**config.mk**
```make
export PLATFORM = sky130hd
export DESIGN_NAME = sync_fifo_flags_flat
export DESIGN_NICKNAME = d
export VERILOG_FILES = /design/src/rtl/sync_fifo_flags_pkg.sv /design/src/rtl/sync_fifo_flags_if.sv /design/src/rtl/sync_fifo_flags_flag_gen.sv /design/src/rtl/sync_fifo_flags.sv /design/src/flat_wrapper.sv
export SDC_FILE = /design/constraint.sdc
export NUM_CORES = 1
export LEC_CHECK = 0
export ABC_AREA = 1
export CAP_MARGIN = 0
export CELL_PAD_IN_SITES_DETAIL_PLACEMENT = 1
export CELL_PAD_IN_SITES_GLOBAL_PLACEMENT = 2
export CORE_MARGIN = 8
export CORE_UTILIZATION = 36
export CTS_BUF_LIST = sky130_fd_sc_hd__clkbuf_4
export CTS_CLUSTER_SIZE = 8
export DETAILED_ROUTE_END_ITERATION = 10
export PLACE_DENSITY_LB_ADDON = 0.1
export SLEW_MARGIN = 20
export SYNTH_ARGS = -nofsm -noshare
export SYNTH_HDL_FRONTEND = slang
export SYNTH_SLANG_ARGS = --single-unit
export TNS_END_PERCENT = 1
```
**constraint.sdc**
```tcl
create_clock -name clk -period 6.5 [get_ports clk]
set_input_delay 1.3 -clock clk [delete_from_list [all_inputs] [get_ports clk]]
set_output_delay 1.3 -clock clk [all_outputs]
set_load 0.05 [all_outputs]
```
**src/rtl/sync_fifo_flags_pkg.sv**
```systemverilog
//------------------------------------------------------------------------------
// sync_fifo_flags_pkg
// Shared types, pointer sizing and parameter legality helpers for sync_fifo_flags.
// Revision: 1.0
//------------------------------------------------------------------------------
`default_nettype none

package sync_fifo_flags_pkg;

  typedef enum logic {
    RD_STANDARD = 1'b0,
    RD_FWFT     = 1'b1
  } rd_mode_e;

  function automatic int ptr_bits_f(input int depth);
    return $clog2(depth);
  endfunction

  function automatic bit is_pow2_f(input int value);
    return (value >= 2) && ((value & (value - 1)) == 0);
  endfunction

  // AE_THRESH < AF_THRESH <= DEPTH, with both thresholds inside the count range.
  function automatic bit params_ok_f(input int depth, input int af_thresh, input int ae_thresh);
    return is_pow2_f(depth) &&
           (af_thresh >= 1) && (af_thresh <= depth) &&
           (ae_thresh >= 0) && (ae_thresh <= depth - 1) &&
           (ae_thresh < af_thresh);
  endfunction

endpackage

`default_nettype wire

```
**src/rtl/sync_fifo_flags_if.sv**
```systemverilog
//------------------------------------------------------------------------------
// sync_fifo_flags_if
// Producer/consumer handshake, status and debug bundle of the single-clock FIFO.
// Revision: 1.0
//------------------------------------------------------------------------------
`default_nettype none

interface sync_fifo_flags_if #(
  parameter int DATA_WIDTH = 6,
  parameter int PTR_W      = 4
);

  logic                  wr_en;
  logic [DATA_WIDTH-1:0] data_in;
  logic                  rd_en;
  logic                  clr_err;
  logic [DATA_WIDTH-1:0] data_out;
  logic                  FULL;
  logic                  EMPTY;
  logic                  ALMOST_FULL;
  logic                  ALMOST_EMPTY;
  logic [PTR_W-1:0]      count;
  logic                  overflow;
  logic                  underflow;
  logic [PTR_W-1:0]      wr_ptr;
  logic [PTR_W-1:0]      rd_ptr;

  modport master (
    output wr_en, data_in, rd_en, clr_err,
    input  data_out, FULL, EMPTY, ALMOST_FULL, ALMOST_EMPTY,
    input  count, overflow, underflow, wr_ptr, rd_ptr
  );

  modport slave (
    input  wr_en, data_in, rd_en, clr_err,
    output data_out, FULL, EMPTY, ALMOST_FULL, ALMOST_EMPTY,
    output count, overflow, underflow, wr_ptr, rd_ptr
  );

endinterface

`default_nettype wire

```
**src/rtl/sync_fifo_flags_flag_gen.sv**
```systemverilog
//------------------------------------------------------------------------------
// fifo_flag_gen
// Decodes occupancy and status flags from the registered binary pointers.
// Revision: 1.0
//------------------------------------------------------------------------------
`default_nettype none

module fifo_flag_gen #(
  parameter int PTR_W     = 4,
  parameter int AF_THRESH = 6,
  parameter int AE_THRESH = 2
) (
  input  wire logic [PTR_W-1:0] wr_ptr,
  input  wire logic [PTR_W-1:0] rd_ptr,
  output logic      [PTR_W-1:0] count,
  output logic                  full,
  output logic                  empty,
  output logic                  almost_full,
  output logic                  almost_empty
);

  localparam logic [PTR_W-1:0] c_AF = PTR_W'(AF_THRESH);
  localparam logic [PTR_W-1:0] c_AE = PTR_W'(AE_THRESH);

  logic [PTR_W-1:0] w_count;

  // Modular subtraction gives the right occupancy across pointer wrap.
  assign w_count      = wr_ptr - rd_ptr;
  assign count        = w_count;
  assign empty        = (wr_ptr == rd_ptr);
  assign full         = (wr_ptr[PTR_W-1] != rd_ptr[PTR_W-1]) &&
                        (wr_ptr[PTR_W-2:0] == rd_ptr[PTR_W-2:0]);
  assign almost_full  = (w_count >= c_AF);
  assign almost_empty = (w_count <= c_AE);

endmodule

`default_nettype wire

```
**src/rtl/sync_fifo_flags.sv**
```systemverilog
//------------------------------------------------------------------------------
// sync_fifo_flags
// Single-clock FIFO with occupancy, almost flags, sticky errors and optional FWFT.
// Revision: 1.0
//------------------------------------------------------------------------------
`default_nettype none

module sync_fifo_flags
  import sync_fifo_flags_pkg::*;
#(
  parameter int DEPTH      = 8,
  parameter int DATA_WIDTH = 6,
  parameter int FWFT       = 0,
  parameter int AF_THRESH  = 6,
  parameter int AE_THRESH  = 2
) (
  input  wire logic         clk,
  input  wire logic         rst_n,
  sync_fifo_flags_if.slave  bus
);

  localparam int       c_PTR_BITS = ptr_bits_f(DEPTH);
  localparam int       c_PTR_W    = c_PTR_BITS + 1;
  localparam rd_mode_e c_RD_MODE  = (FWFT != 0) ? RD_FWFT : RD_STANDARD;

  if (!params_ok_f(DEPTH, AF_THRESH, AE_THRESH)) begin : g_param_err
    $error("sync_fifo_flags: illegal DEPTH/AF_THRESH/AE_THRESH combination");
  end

  logic [DATA_WIDTH-1:0] r_mem [DEPTH];
  logic [c_PTR_W-1:0]    r_wr_ptr;
  logic [c_PTR_W-1:0]    r_rd_ptr;
  logic                  r_overflow;
  logic                  r_underflow;

  logic [c_PTR_W-1:0]    w_count;
  logic                  w_full;
  logic                  w_empty;
  logic                  w_almost_full;
  logic                  w_almost_empty;
  logic                  w_wr_accept;
  logic                  w_rd_accept;
  logic [c_PTR_BITS-1:0] w_wr_idx;
  logic [c_PTR_BITS-1:0] w_rd_idx;

  fifo_flag_gen #(
    .PTR_W     (c_PTR_W),
    .AF_THRESH (AF_THRESH),
    .AE_THRESH (AE_THRESH)
  ) u_flag_gen (
    .wr_ptr       (r_wr_ptr),
    .rd_ptr       (r_rd_ptr),
    .count        (w_count),
    .full         (w_full),
    .empty        (w_empty),
    .almost_full  (w_almost_full),
    .almost_empty (w_almost_empty)
  );

  assign w_wr_accept = bus.wr_en && !w_full;
  assign w_rd_accept = bus.rd_en && !w_empty;
  assign w_wr_idx    = r_wr_ptr[c_PTR_BITS-1:0];
  assign w_rd_idx    = r_rd_ptr[c_PTR_BITS-1:0];

  always_ff @(posedge clk) begin
    if (w_wr_accept) begin
      r_mem[w_wr_idx] <= bus.data_in;
    end
  end

  always_ff @(posedge clk or negedge rst_n) begin
    if (!rst_n) begin
      r_wr_ptr <= '0;
      r_rd_ptr <= '0;
    end else begin
      if (w_wr_accept) begin
        r_wr_ptr <= r_wr_ptr + 1'b1;
      end
      if (w_rd_accept) begin
        r_rd_ptr <= r_rd_ptr + 1'b1;
      end
    end
  end

  // Setting an error wins over a same-cycle clear.
  always_ff @(posedge clk or negedge rst_n) begin
    if (!rst_n) begin
      r_overflow  <= 1'b0;
      r_underflow <= 1'b0;
    end else begin
      if (bus.wr_en && w_full) begin
        r_overflow <= 1'b1;
      end else if (bus.clr_err) begin
        r_overflow <= 1'b0;
      end
      if (bus.rd_en && w_empty) begin
        r_underflow <= 1'b1;
      end else if (bus.clr_err) begin
        r_underflow <= 1'b0;
      end
    end
  end

  if (c_RD_MODE == RD_FWFT) begin : g_fwft
    assign bus.data_out = w_empty ? '0 : r_mem[w_rd_idx];
  end else begin : g_std
    logic [DATA_WIDTH-1:0] r_data_out;

    always_ff @(posedge clk or negedge rst_n) begin
      if (!rst_n) begin
        r_data_out <= '0;
      end else if (w_rd_accept) begin
        r_data_out <= r_mem[w_rd_idx];
      end
    end

    assign bus.data_out = r_data_out;
  end

  assign bus.FULL         = w_full;
  assign bus.EMPTY        = w_empty;
  assign bus.ALMOST_FULL  = w_almost_full;
  assign bus.ALMOST_EMPTY = w_almost_empty;
  assign bus.count        = w_count;
  assign bus.overflow     = r_overflow;
  assign bus.underflow    = r_underflow;
  assign bus.wr_ptr       = r_wr_ptr;
  assign bus.rd_ptr       = r_rd_ptr;

endmodule

`default_nettype wire

```
**src/flat_wrapper.sv**
```systemverilog
// flat-port wrapper written by rule: the top's interface ports become plain ports
module sync_fifo_flags_flat import sync_fifo_flags_pkg::*;
#(
  parameter int DEPTH      = 8,
  parameter int DATA_WIDTH = 6,
  parameter int FWFT       = 0,
  parameter int AF_THRESH  = 6,
  parameter int AE_THRESH  = 2
)
  (clk, rst_n, bus_wr_en, bus_data_in, bus_rd_en, bus_clr_err, bus_data_out, bus_FULL, bus_EMPTY, bus_ALMOST_FULL, bus_ALMOST_EMPTY, bus_count, bus_overflow, bus_underflow, bus_wr_ptr, bus_rd_ptr);
  sync_fifo_flags_if #(.DATA_WIDTH(DATA_WIDTH), .PTR_W((4))) bus_i ();
  input  wire logic clk;
  input  wire logic rst_n;
  input wire logic [$bits(bus_i.wr_en)-1:0] bus_wr_en;
  input wire logic [$bits(bus_i.data_in)-1:0] bus_data_in;
  input wire logic [$bits(bus_i.rd_en)-1:0] bus_rd_en;
  input wire logic [$bits(bus_i.clr_err)-1:0] bus_clr_err;
  output wire logic [$bits(bus_i.data_out)-1:0] bus_data_out;
  output wire logic [$bits(bus_i.FULL)-1:0] bus_FULL;
  output wire logic [$bits(bus_i.EMPTY)-1:0] bus_EMPTY;
  output wire logic [$bits(bus_i.ALMOST_FULL)-1:0] bus_ALMOST_FULL;
  output wire logic [$bits(bus_i.ALMOST_EMPTY)-1:0] bus_ALMOST_EMPTY;
  output wire logic [$bits(bus_i.count)-1:0] bus_count;
  output wire logic [$bits(bus_i.overflow)-1:0] bus_overflow;
  output wire logic [$bits(bus_i.underflow)-1:0] bus_underflow;
  output wire logic [$bits(bus_i.wr_ptr)-1:0] bus_wr_ptr;
  output wire logic [$bits(bus_i.rd_ptr)-1:0] bus_rd_ptr;
  assign bus_i.wr_en = bus_wr_en;
  assign bus_i.data_in = bus_data_in;
  assign bus_i.rd_en = bus_rd_en;
  assign bus_i.clr_err = bus_clr_err;
  assign bus_data_out = bus_i.data_out;
  assign bus_FULL = bus_i.FULL;
  assign bus_EMPTY = bus_i.EMPTY;
  assign bus_ALMOST_FULL = bus_i.ALMOST_FULL;
  assign bus_ALMOST_EMPTY = bus_i.ALMOST_EMPTY;
  assign bus_count = bus_i.count;
  assign bus_overflow = bus_i.overflow;
  assign bus_underflow = bus_i.underflow;
  assign bus_wr_ptr = bus_i.wr_ptr;
  assign bus_rd_ptr = bus_i.rd_ptr;
  sync_fifo_flags #(.DEPTH(DEPTH), .DATA_WIDTH(DATA_WIDTH), .FWFT(FWFT), .AF_THRESH(AF_THRESH), .AE_THRESH(AE_THRESH)) u_core (.clk(clk), .rst_n(rst_n), .bus(bus_i));
endmodule
```
==> run summary <==
The flow ran to the end, and the final reports show no timing, DRC or antenna violations. The deepest level of the CTS H-tree came out at 3. The achievable clock frequency is 0.2139 GHz. The transition time of the tightest slew-check pin is 817.9 ps. Counting flops and latches in the post-synthesis netlist gives 64. Buffers placed on the I/O ports in this run total 34. The number of rows created at floorplan is 33. The post-synth design cell area is 0.003037 sq mm. The post-CTS setup repair buffer count is 0. The final-report max-slew violation count is 0. The fraction of synthesis flops using an asynchronous set or reset pin is 25.00%. The maximum fanout encountered on the critical timing path is 17. The number of nets in the synthesized netlist came out at 318. The total area of sequential cells is 0.001842 sq mm.

On the final layout, the worst clock skew is 10.49 ps. The total via count in the routed design came out at 2,023. TritonCTS built the clock tree. The placed instance area is 0.003448 sq mm. The cell count after synthesis came out at 301. The effective utilization at floorplan is 36.96%. The number of antenna violations at the first check in global routing came to 0. The buffer levels on the longest clock path is 2. The sort of element at the end of the critical path is a primary output.

The required time of the critical path is 5200 ps. The via count of the first global-routing pass is 2,220. The number of optimization iterations in the first detailed-route pass is 4. The clock period minus final worst setup slack came out at 4676 ps. The worst min-delay path class is reg -> reg. The routability-driven placement congestion ratio is 0.7660. The cell area after layout came out at 0.003580 sq mm. Buffers inserted during clock tree synthesis total 9.

The clock tree root driver cell is sky130_fd_sc_hd__clkbuf_4. Setup violations remaining at the end of the flow were counted as 0. In this run the vertical extent of the chip is 107.8 um.

The initial detailed-routing violation count came out at 77. The most used flip-flop cell after synthesis is sky130_fd_sc_hd__edfxtp_1. The area of the multi-input gates is 922.1 sq um. The post-CTS clock slew at the launch and capture registers of the worst setup and hold paths came out at 100 ps. At the end of the flow, the number of nets in the layout was 355.

The number of endpoints with negative hold slack in the final report was 0. The distinct cell type count after synthesis is 27. The overall routed net length came out at 7029 um.

The total die area came out at 0.01163 sq mm. The count of antenna-violating nets left after detailed routing came out at 0. The critical path is of the reg -> out type. Leaving out fill and tap cells, the most frequent cell in the layout is sky130_fd_sc_hd__nand2_1. Setup repair after global routing left no endpoint under its margin.

The top cell types in the final layout, fill and taps aside, are sky130_fd_sc_hd__nand2_1, sky130_fd_sc_hd__inv_1, sky130_fd_sc_hd__edfxtp_1. The die is 107.8 um wide. Dividing the detail-routed via count by the number of cells gives 4.516.

The first global-routing pass estimated 11,760 um of wire. The critical path arrival came out at 3380 ps. Counting flops with a built-in enable in the synthesized netlist gives 48. The register area share after synthesis came out at 60.65%.

The number of cells upsized or downsized after cts is 0. The total clock sinks came out at 64. The area of the core came out at 0.008217 sq mm. The number of inserted filler cells in the final layout came out at 945. STA classifies the critical path startpoint as a register. The post-detailed-route wirelength per cell came out at 15.69 um. For this run the aggregate overflow at the end of global routing stands at 0. Across the run, the number of max-cap violations was 0. The pin count of the biggest net entering global routing is 30. In the routed design, unresolved DRC markers number 0.

The count of yosys warnings during synthesis is 0. The total of hold buffers inserted after clock tree synthesis is 0. The part of the cycle the worst path needs is 71.93%. The number of cells in the design after placement is 432. The insertion delay to the later sink of the worst-skew pair is 400 ps. For this run, the number of standard cells in the final layout without fillers is 448.

The number of antenna diodes came out at 0. Detailed placement finished with a half-perimeter wire length of 5188 um. The synthesized area divided by synthesized cell count is 10.09 sq um. The ratio of cells with drive above 1 in the final layout came out at 12.24%. The relative slew slack came out at 45.30%. In the final timing run, aggregate negative setup slack is 0 ps. From synthesis to final layout, the design area changed by 17.88%. Across every metal layer, demand over resource in global routing totals 13.47%.

During I/O placement, the number of pins put on the boundary was 35.
==> layer usage <==
layer | track usage, % | wire, um | share of wire (%)
met2 | 20.22 | 3272 | 47
met1 | 18.15 | 3481 | 50
met5 | 0 | 0 | 0
met3 | 3.713 | 199 | 2.8
met4 | 4.757 | 75 | 1.1
==> critical path: stages (launching register included) <==
cell                              delay, ps
sky130_fd_sc_hd__dfrtp_1                760
sky130_fd_sc_hd__inv_1                  390
sky130_fd_sc_hd__ha_1                   410
sky130_fd_sc_hd__nand2_2                 80
sky130_fd_sc_hd__or2_2                  290
sky130_fd_sc_hd__nand3_1                 90
sky130_fd_sc_hd__nand2_1                 80
sky130_fd_sc_hd__nor2_1                  80
sky130_fd_sc_hd__clkdlybuf4s50_1        810
==> stage by stage <==
step | utilization (%) | worst slack [ps] | hold WS [ps]
finish | 43.57 | 1825 | 492.7
CTS | 43.57 | 1753 | 495.3
floorplan | - | 2245 | 620.0
global route | 43.57 | 1453 | 547.1
global placement | 41.97 | 2283 | 461.3
detailed placement | 41.97 | 2198 | 468.2
==> worst paths after layout <==
check                                         endpoint  cells past startpoint                    from  slack [ps]
worst min-delay path            u_core.bus.data_out[4]                      2  u_core.bus.data_out[4]         490
worst max-delay path                  bus_ALMOST_EMPTY                      8    u_core.bus.rd_ptr[1]        1820
worst min register to register  u_core.bus.data_out[4]                      2  u_core.bus.data_out[4]         490
min in group asynchronous       u_core.bus.data_out[2]                      1                   rst_n        1360
worst max register to register      u_core.r_mem[6][4]                      9    u_core.bus.rd_ptr[1]        3500
max in group asynchronous         u_core.bus.wr_ptr[3]                      1                   rst_n        4630
==> sequential cells by signal, indices dropped and copies added, names as in the netlist <==
name	flops
u_core.bus.overflow	1
u_core.bus.wr_ptr	4
u_core.bus.underflow	1
u_core.r_mem	48
u_core.bus.rd_ptr	4
u_core.bus.data_out	6
==> kinds of logic (layout without fill, tap and decap cells) <==
family,after synthesis,count (layout),synth area share [%]
AOI/OAI and AO/OA,11,11,2.266
buffers and inverters,63,105,8.982
xor gates and xnor gates,5,5,1.442
DFF,64,64,60.65
adders and majority gates,6,6,2.719
and+or+nand+nor,152,152,23.94
==> layout make-up <==
cell class / count / share of cell area (%)
Sequential cell: 64 / 51.45
Multi-Input combinational cell: 174 / 25.76
Timing Repair Buffer: 35 / 9.717
Inverter: 54 / 5.732
Tap cell: 105 / 3.670
Clock buffer: 11 / 2.307
Clock inverter: 5 / 1.363
==> synthesized netlist by cell type (2+ instances only) <==
master                      n  area share [%]
sky130_fd_sc_hd__ha_1       5             2.1
sky130_fd_sc_hd__inv_1     48             5.9
sky130_fd_sc_hd__o21ai_1    2            0.33
sky130_fd_sc_hd__edfxtp_1  48              47
sky130_fd_sc_hd__dfrtp_1   16              13
sky130_fd_sc_hd__nand2_4    3             1.1
sky130_fd_sc_hd__buf_4      3            0.74
sky130_fd_sc_hd__o21ai_2    3            0.87
sky130_fd_sc_hd__inv_2      4            0.49
sky130_fd_sc_hd__nand2_1   92              11
sky130_fd_sc_hd__nor2_1     9             1.1
sky130_fd_sc_hd__nand3_1   33             5.4
sky130_fd_sc_hd__nor2_4     3             1.1
sky130_fd_sc_hd__xor2_1     4             1.2
sky130_fd_sc_hd__o21ai_0    4            0.66
sky130_fd_sc_hd__nand3_2    7             2.3
sky130_fd_sc_hd__buf_2      5            0.82
sky130_fd_sc_hd__nand2_2    3            0.62
Power is not shown: default switching activity piles up to over one toggle a cycle in this logic, so the estimate is an artifact.
